===== src/rtl/tdc_pkg.sv =====
// Shared definitions for the TDC result transmitter.
//   tdc_tx_state_t : per-byte serializer state (IDLE, START, DATA, STOP)
//   SYNC_BYTE      : first byte of every result frame
//   num_bytes()    : payload bytes needed for a given number of TDC stages
package tdc_pkg;

  typedef enum logic [1:0] {
    IDLE  = 2'd0,
    START = 2'd1,
    DATA  = 2'd2,
    STOP  = 2'd3
  } tdc_tx_state_t;

  localparam logic [7:0] SYNC_BYTE = 8'hA5;

  // ceil(stages / 8)
  function automatic int unsigned num_bytes(input int unsigned stages);
    return (stages + 32'd7) / 32'd8;
  endfunction

endpackage


===== src/rtl/tdc_uart_byte_tx.sv =====
// 8N1 byte serializer: one start bit, 8 data bits LSB-first, one stop bit,
// each held CLKS_PER_BIT cycles. A start request seen in the last cycle of a
// stop bit chains straight into the next start bit with no idle gap.
// Ports:
//   clk, reset_n  : clock, asynchronous active-low reset
//   start_i       : request to send data_i (honoured in IDLE or at stop end)
//   data_i        : byte to send, sampled together with start_i
//   done_c_o      : combinational, high in the final cycle of the stop bit
//   tx_o          : registered serial line, idles high
module tdc_uart_byte_tx
  import tdc_pkg::*;
#(
  parameter int unsigned CLKS_PER_BIT = 868
) (
  input  logic       clk,
  input  logic       reset_n,
  input  logic       start_i,
  input  logic [7:0] data_i,
  output logic       done_c_o,
  output logic       tx_o
);

  localparam int unsigned CNT_W = (CLKS_PER_BIT > 1) ? $clog2(CLKS_PER_BIT) : 1;
  localparam logic [CNT_W-1:0] BIT_END = CNT_W'(CLKS_PER_BIT - 1);

  tdc_tx_state_t    state_q, state_d;
  logic [CNT_W-1:0] baud_q, baud_d;
  logic [2:0]       bit_idx_q, bit_idx_d;
  logic [7:0]       shreg_q, shreg_d;
  logic             tx_q, tx_d;
  logic             bit_end_c;

  assign bit_end_c = (baud_q == BIT_END);
  assign done_c_o  = (state_q == STOP) && bit_end_c;
  assign tx_o      = tx_q;

  // State and datapath registers; reset forces the line high at once.
  always_ff @(posedge clk or negedge reset_n) begin
    if (!reset_n) begin
      state_q   <= IDLE;
      baud_q    <= '0;
      bit_idx_q <= 3'd0;
      shreg_q   <= 8'd0;
      tx_q      <= 1'b1;
    end else begin
      state_q   <= state_d;
      baud_q    <= baud_d;
      bit_idx_q <= bit_idx_d;
      shreg_q   <= shreg_d;
      tx_q      <= tx_d;
    end
  end

  // Next-state logic; tx_d is the line value for the coming cycle.
  always_comb begin
    state_d   = state_q;
    baud_d    = baud_q;
    bit_idx_d = bit_idx_q;
    shreg_d   = shreg_q;
    tx_d      = tx_q;

    // Baud counter reloads at every bit boundary so bytes never drift.
    if (state_q != IDLE) begin
      baud_d = bit_end_c ? '0 : baud_q + CNT_W'(1);
    end

    case (state_q)
      IDLE: begin
        tx_d = 1'b1;
        if (start_i) begin
          state_d = START;
          shreg_d = data_i;
          baud_d  = '0;
          tx_d    = 1'b0;
        end
      end
      START: begin
        if (bit_end_c) begin
          state_d   = DATA;
          bit_idx_d = 3'd0;
          tx_d      = shreg_q[0];
          shreg_d   = {1'b0, shreg_q[7:1]};
        end
      end
      DATA: begin
        if (bit_end_c) begin
          if (bit_idx_q == 3'd7) begin
            state_d = STOP;
            tx_d    = 1'b1;
          end else begin
            bit_idx_d = bit_idx_q + 3'd1;
            tx_d      = shreg_q[0];
            shreg_d   = {1'b0, shreg_q[7:1]};
          end
        end
      end
      STOP: begin
        if (bit_end_c) begin
          if (start_i) begin
            state_d = START;
            shreg_d = data_i;
            tx_d    = 1'b0;
          end else begin
            state_d = IDLE;
            tx_d    = 1'b1;
          end
        end
      end
      default: begin
        state_d = IDLE;
        tx_d    = 1'b1;
      end
    endcase
  end

endmodule


===== src/rtl/tdc_result_tx.sv =====
// TDC result transmitter: accepts a NUM_STAGES-bit snapshot on a valid/ready
// handshake and sends it as 8N1 bytes: SYNC_BYTE, then the zero-padded
// payload LSB byte first. With TDC_TX_CHECKSUM_EN defined, an XOR of the
// payload bytes follows the payload.
// Ports:
//   clk, reset_n  : clock, asynchronous active-low reset
//   result_valid  : result_data holds a result to send
//   result_data   : TDC stage snapshot, bit 0 = stage 0
//   result_ready  : registered, high only while idle
//   uart_tx       : registered serial line, idles high
//   busy          : registered, high while a frame is in flight
module tdc_result_tx
  import tdc_pkg::*;
#(
  parameter int unsigned NUM_STAGES   = 10,
  parameter int unsigned CLKS_PER_BIT = 868
) (
  input  logic                  clk,
  input  logic                  reset_n,
  input  logic                  result_valid,
  input  logic [NUM_STAGES-1:0] result_data,
  output logic                  result_ready,
  output logic                  uart_tx,
  output logic                  busy
);

  localparam int unsigned NB    = num_bytes(NUM_STAGES);
  localparam int unsigned PAD_W = NB * 8;
`ifdef TDC_TX_CHECKSUM_EN
  localparam int unsigned LAST_IDX = NB + 1;
`else
  localparam int unsigned LAST_IDX = NB;
`endif
  localparam int unsigned IDX_W = $clog2(LAST_IDX + 1);

  logic             busy_q, busy_d;
  logic             ready_q, ready_d;
  logic [IDX_W-1:0] idx_q, idx_d;
  logic [PAD_W-1:0] shadow_q, shadow_d;
  logic [IDX_W-1:0] nxt_idx_c;
  logic [7:0]       payload_c;
  logic [7:0]       byte_c;
  logic             start_c;
  logic             done_c;
  logic             hs_c;

  assign hs_c         = result_valid && ready_q;
  assign result_ready = ready_q;
  assign busy         = busy_q;

  // Frame sequencing registers and capture shadow.
  always_ff @(posedge clk or negedge reset_n) begin
    if (!reset_n) begin
      busy_q   <= 1'b0;
      ready_q  <= 1'b0;
      idx_q    <= '0;
      shadow_q <= '0;
    end else begin
      busy_q   <= busy_d;
      ready_q  <= ready_d;
      idx_q    <= idx_d;
      shadow_q <= shadow_d;
    end
  end

  // Start a frame on handshake; chain the next byte at each stop-bit end.
  always_comb begin
    busy_d    = busy_q;
    idx_d     = idx_q;
    shadow_d  = shadow_q;
    start_c   = 1'b0;
    nxt_idx_c = idx_q + IDX_W'(1);

    if (!busy_q) begin
      if (hs_c) begin
        busy_d    = 1'b1;
        idx_d     = '0;
        shadow_d  = PAD_W'(result_data);
        start_c   = 1'b1;
        nxt_idx_c = '0;
      end
    end else if (done_c) begin
      if (idx_q == IDX_W'(LAST_IDX)) begin
        busy_d = 1'b0;
        idx_d  = '0;
      end else begin
        start_c = 1'b1;
        idx_d   = idx_q + IDX_W'(1);
      end
    end

    ready_d = !busy_d;
  end

  // Payload byte k (1-based frame index) is shadow byte k-1.
  always_comb begin
    payload_c = 8'd0;
    for (int unsigned i = 0; i < NB; i++) begin
      if (nxt_idx_c == IDX_W'(i + 1)) begin
        payload_c = shadow_q[8*i +: 8];
      end
    end
  end

`ifdef TDC_TX_CHECKSUM_EN
  logic [7:0] chk_c;

  // XOR of payload bytes only; the sync byte is not covered.
  always_comb begin
    chk_c = 8'd0;
    for (int unsigned i = 0; i < NB; i++) begin
      chk_c = chk_c ^ shadow_q[8*i +: 8];
    end
  end

  always_comb begin
    if (nxt_idx_c == '0) begin
      byte_c = SYNC_BYTE;
    end else if (nxt_idx_c == IDX_W'(LAST_IDX)) begin
      byte_c = chk_c;
    end else begin
      byte_c = payload_c;
    end
  end
`else
  always_comb begin
    if (nxt_idx_c == '0) begin
      byte_c = SYNC_BYTE;
    end else begin
      byte_c = payload_c;
    end
  end
`endif

  tdc_uart_byte_tx #(
    .CLKS_PER_BIT (CLKS_PER_BIT)
  ) u_byte_tx (
    .clk      (clk),
    .reset_n  (reset_n),
    .start_i  (start_c),
    .data_i   (byte_c),
    .done_c_o (done_c),
    .tx_o     (uart_tx)
  );

endmodule


===== config.mk =====
export PLATFORM = sky130hd
export DESIGN_NAME = tdc_result_tx
export DESIGN_NICKNAME = d
export VERILOG_FILES = /design/src/rtl/tdc_pkg.sv /design/src/rtl/tdc_uart_byte_tx.sv /design/src/rtl/tdc_result_tx.sv
export SDC_FILE = /design/constraint.sdc
export NUM_CORES = 1
export LEC_CHECK = 0
export ABC_CLOCK_PERIOD_IN_PS = 2500
export CELL_PAD_IN_SITES_DETAIL_PLACEMENT = 1
export CELL_PAD_IN_SITES_GLOBAL_PLACEMENT = 1
export CORE_ASPECT_RATIO = 1.5
export CORE_UTILIZATION = 44
export DETAILED_ROUTE_END_ITERATION = 6
export PLACE_DENSITY_LB_ADDON = 0.1
export SYNTH_ARGS = -nofsm -noshare
export SYNTH_HDL_FRONTEND = slang
export SYNTH_SLANG_ARGS = --single-unit
export TNS_END_PERCENT = 20

===== constraint.sdc =====
create_clock -name clk -period 2.5 [get_ports clk]
set_input_delay 0.375 -clock clk [delete_from_list [all_inputs] [get_ports clk]]
set_output_delay 0.375 -clock clk [all_outputs]
set_load 0.01 [all_outputs]

==> reports/qor.yml <==
ys_warn_count: 0
grt_pass1_wl_um: 8820
post-route-min-period_ns: 2.10
synth.cell_area_um2: 2030
period_share_pct: 84.0
fin_tns_setup_ns: 0
maxSlewHeadroom_pct: 40.5
syn_area_per_cell_um2: 9.14
diodes: 0
cts_resized: 0
drc_errors: 1
drt_iter0_drc: 88
ctsHoldBuffers: 0
dieWidth_um: 57.5
crit_required_ns: 2.68
setup_violations: 0
synth.ff_latch_count: 38
violations: "design-rule violations"
status: "finished, violations left"
synth_top_area_share_pct: 45.6
drv_cap: 0
synth_edf_count: 0
grt_antenna_before_repair: 0
max_freq_mhz: 476
clock_sinks: 38
htree_levels: 2
routedWlPerCell_um: 17.4
dp_hpwl_um: 3610
clkTransAtPathRegs_ns: 0.08
yosysTopAreaCell: "dfrtp_1"
area_growth_pct: 16.2
tightest_slew_ns: 0.892
yosys-top-cells-count: "nand2_1, dfrtp_1, o21ai_0"
initial_core_util_pct: 47.0
cts_tree: "yes"
grt_pass1_vias: 1942
cts_buffers: 5
nets: 261
hp-class: "in2async"
ir_drop_mv: 0.458
yosysSeqAreaShare_pct: 46.9
finalPower_mw: 1.47
cp_max_fo: 9
fillers: 498
power_density_nw_per_um2: 622
grt_max_degree: 39
drt.antenna.violating_nets: 0
syn-num-nets: 245
end_kind: "flip-flop"
yosysUniqueCellTypes: 40
die_h_um: 85.2
numPortBuffers: 15
globalRouteTotalUtil_pct: 23.9
worstSetupPathType: "reg2reg"
vias_per_cell: 5.88
clk_latency_ns: 0.30
io_pins: 16
first_pass_iters: 6
clock_skew_ns: 0.00471
critPathArrivalTime_ns: 2.28
core-area_um2: 4320
synthFlopType: "dfrtp_1"
syn_inst: 222
cts_setup_buffers: 0
async_flop_share_pct: 100
clock-root-buffer: "clkbuf_8"
grt_overflow_total: 0
p_leak_nw: 1.09
ctsLongestPathBuffers: 2
drv_slew: 0
hold_viol: 0
ys_top_cells_by_area: "dfrtp_1, nand2_1, ha_1, o21ai_0, a21oi_1"
rsz0062_at_grt: "false"
drt-total-wl_um: 4970
yosysMostFrequentCell: "nand2_1"
vias: 1675
drive_gt1_share_pct: 9.21
rows: 29
startpoint_type: "flip-flop"
routabilityCongestion: 0.853
dieArea_um2: 4890
[placed cells by master (no fill, tap or decap), types with 2 or more instances in the layout]
cell,count
a21oi_1,14
a22o_1,5
a22oi_1,3
a31oi_1,4
and2_1,2
and3_1,3
and3b_1,2
buf_4,4
bufinv_16,2
clkbuf_8,5
clkdlybuf4s50_1,14
dfrtp_1,37
ha_1,10
inv_1,12
mux2_2,3
mux2i_1,2
nand2_1,44
nand3_1,12
nand3b_1,2
nand4_1,3
nor2_1,7
nor2b_1,2
nor3_1,6
nor4_1,2
o21ai_0,16
o21bai_1,4
xnor2_1,2
[critical path, stage by stage (launching register included)]
cell and delay (ns):
dfrtp_1 0.51, inv_1 0.15, ha_1 0.25, and3b_1 0.25
nand4_1 0.17, and3_1 0.35, o21ai_0 0.20, o21ai_0 0.10
[flip-flops by register name, summed over array words and instances, names as in the netlist]
signal               flops
busy                     1
u_byte_tx.tx_o           1
result_ready             1
u_byte_tx.shreg_q        8
u_byte_tx.bit_idx_q      3
u_byte_tx.baud_q        10
shadow_q                10
u_byte_tx.state_q        2
idx_q                    2
[power breakdown]
group          switching [mW]  internal (mW)
Clock                   0.233          0.400
Combinational          0.0703         0.0651
Sequential             0.0325          0.666
[layout make-up]
type | count | area [um2] | share of cell area, %
clock buffer | 5 | 68.8 | 2.92
inverter | 12 | 45.0 | 1.91
tap | 46 | 57.6 | 2.44
sequential | 38 | 952 | 40.4
clock inverter | 3 | 68.8 | 2.92
timing repair buffer | 19 | 175 | 7.43
multi-input combinational | 162 | 991 | 42.0
[metrics by stage]
stage | area (um2) | setup slack [ns] | hold WS, ns | instances | util [%]
finish | 2360 | 0.399 | 0.195 | 285 | 54.6
global route | 2360 | 0.161 | 0.257 | 285 | 54.6
CTS | 2360 | 0.389 | 0.207 | 285 | 54.6
detailed placement | 2220 | 0.393 | 0.466 | 277 | 51.4
global placement | 2220 | 0.477 | 0.463 | 277 | 51.4
floorplan | 2030 | 0.581 | 0.0794 | 222 | -
[logic make-up (layout without fill, tap and decap cells)]
| kind of cell | after synthesis | in the layout | share of synthesized area, % |
|---|---|---|---|
| flip-flops | 38 | 38 | 46.9 |
| AO/OA/AOI/OAI | 52 | 52 | 15.8 |
| XOR/XNOR | 2 | 2 | 0.863 |
| adder cells (fa/ha/maj) | 10 | 10 | 6.17 |
| buffers and inverters | 22 | 39 | 4.25 |
| AND/OR/NAND/NOR | 93 | 93 | 23.4 |
| multiplexers | 5 | 5 | 2.65 |
[worst paths after layout]
kind	slack, ns	cells past startpoint	start	to
hold / removal	0.20	1	reset_n	u_byte_tx.baud_q[2]
setup reg to reg	0.40	7	idx_q[0]	u_byte_tx.baud_q[2]
max in group asynchronous	1.75	1	reset_n	u_byte_tx.shreg_q[2]
min in group clk	0.48	2	shadow_q[9]	shadow_q[9]
hold reg to reg	0.48	2	shadow_q[9]	shadow_q[9]
setup / recovery	0.40	7	idx_q[0]	u_byte_tx.baud_q[2]
[layer usage]
| metal | share of wire [%] | track usage [%] |
|---|---|---|
| met2 | 56 | 44.0 |
| met1 | 38 | 24.5 |
| met3 | 2.2 | 4.12 |
| met4 | 3.9 | 14.0 |
| met5 | 0 | 0 |
No activity file was read; power rests on OpenSTA's default activity.
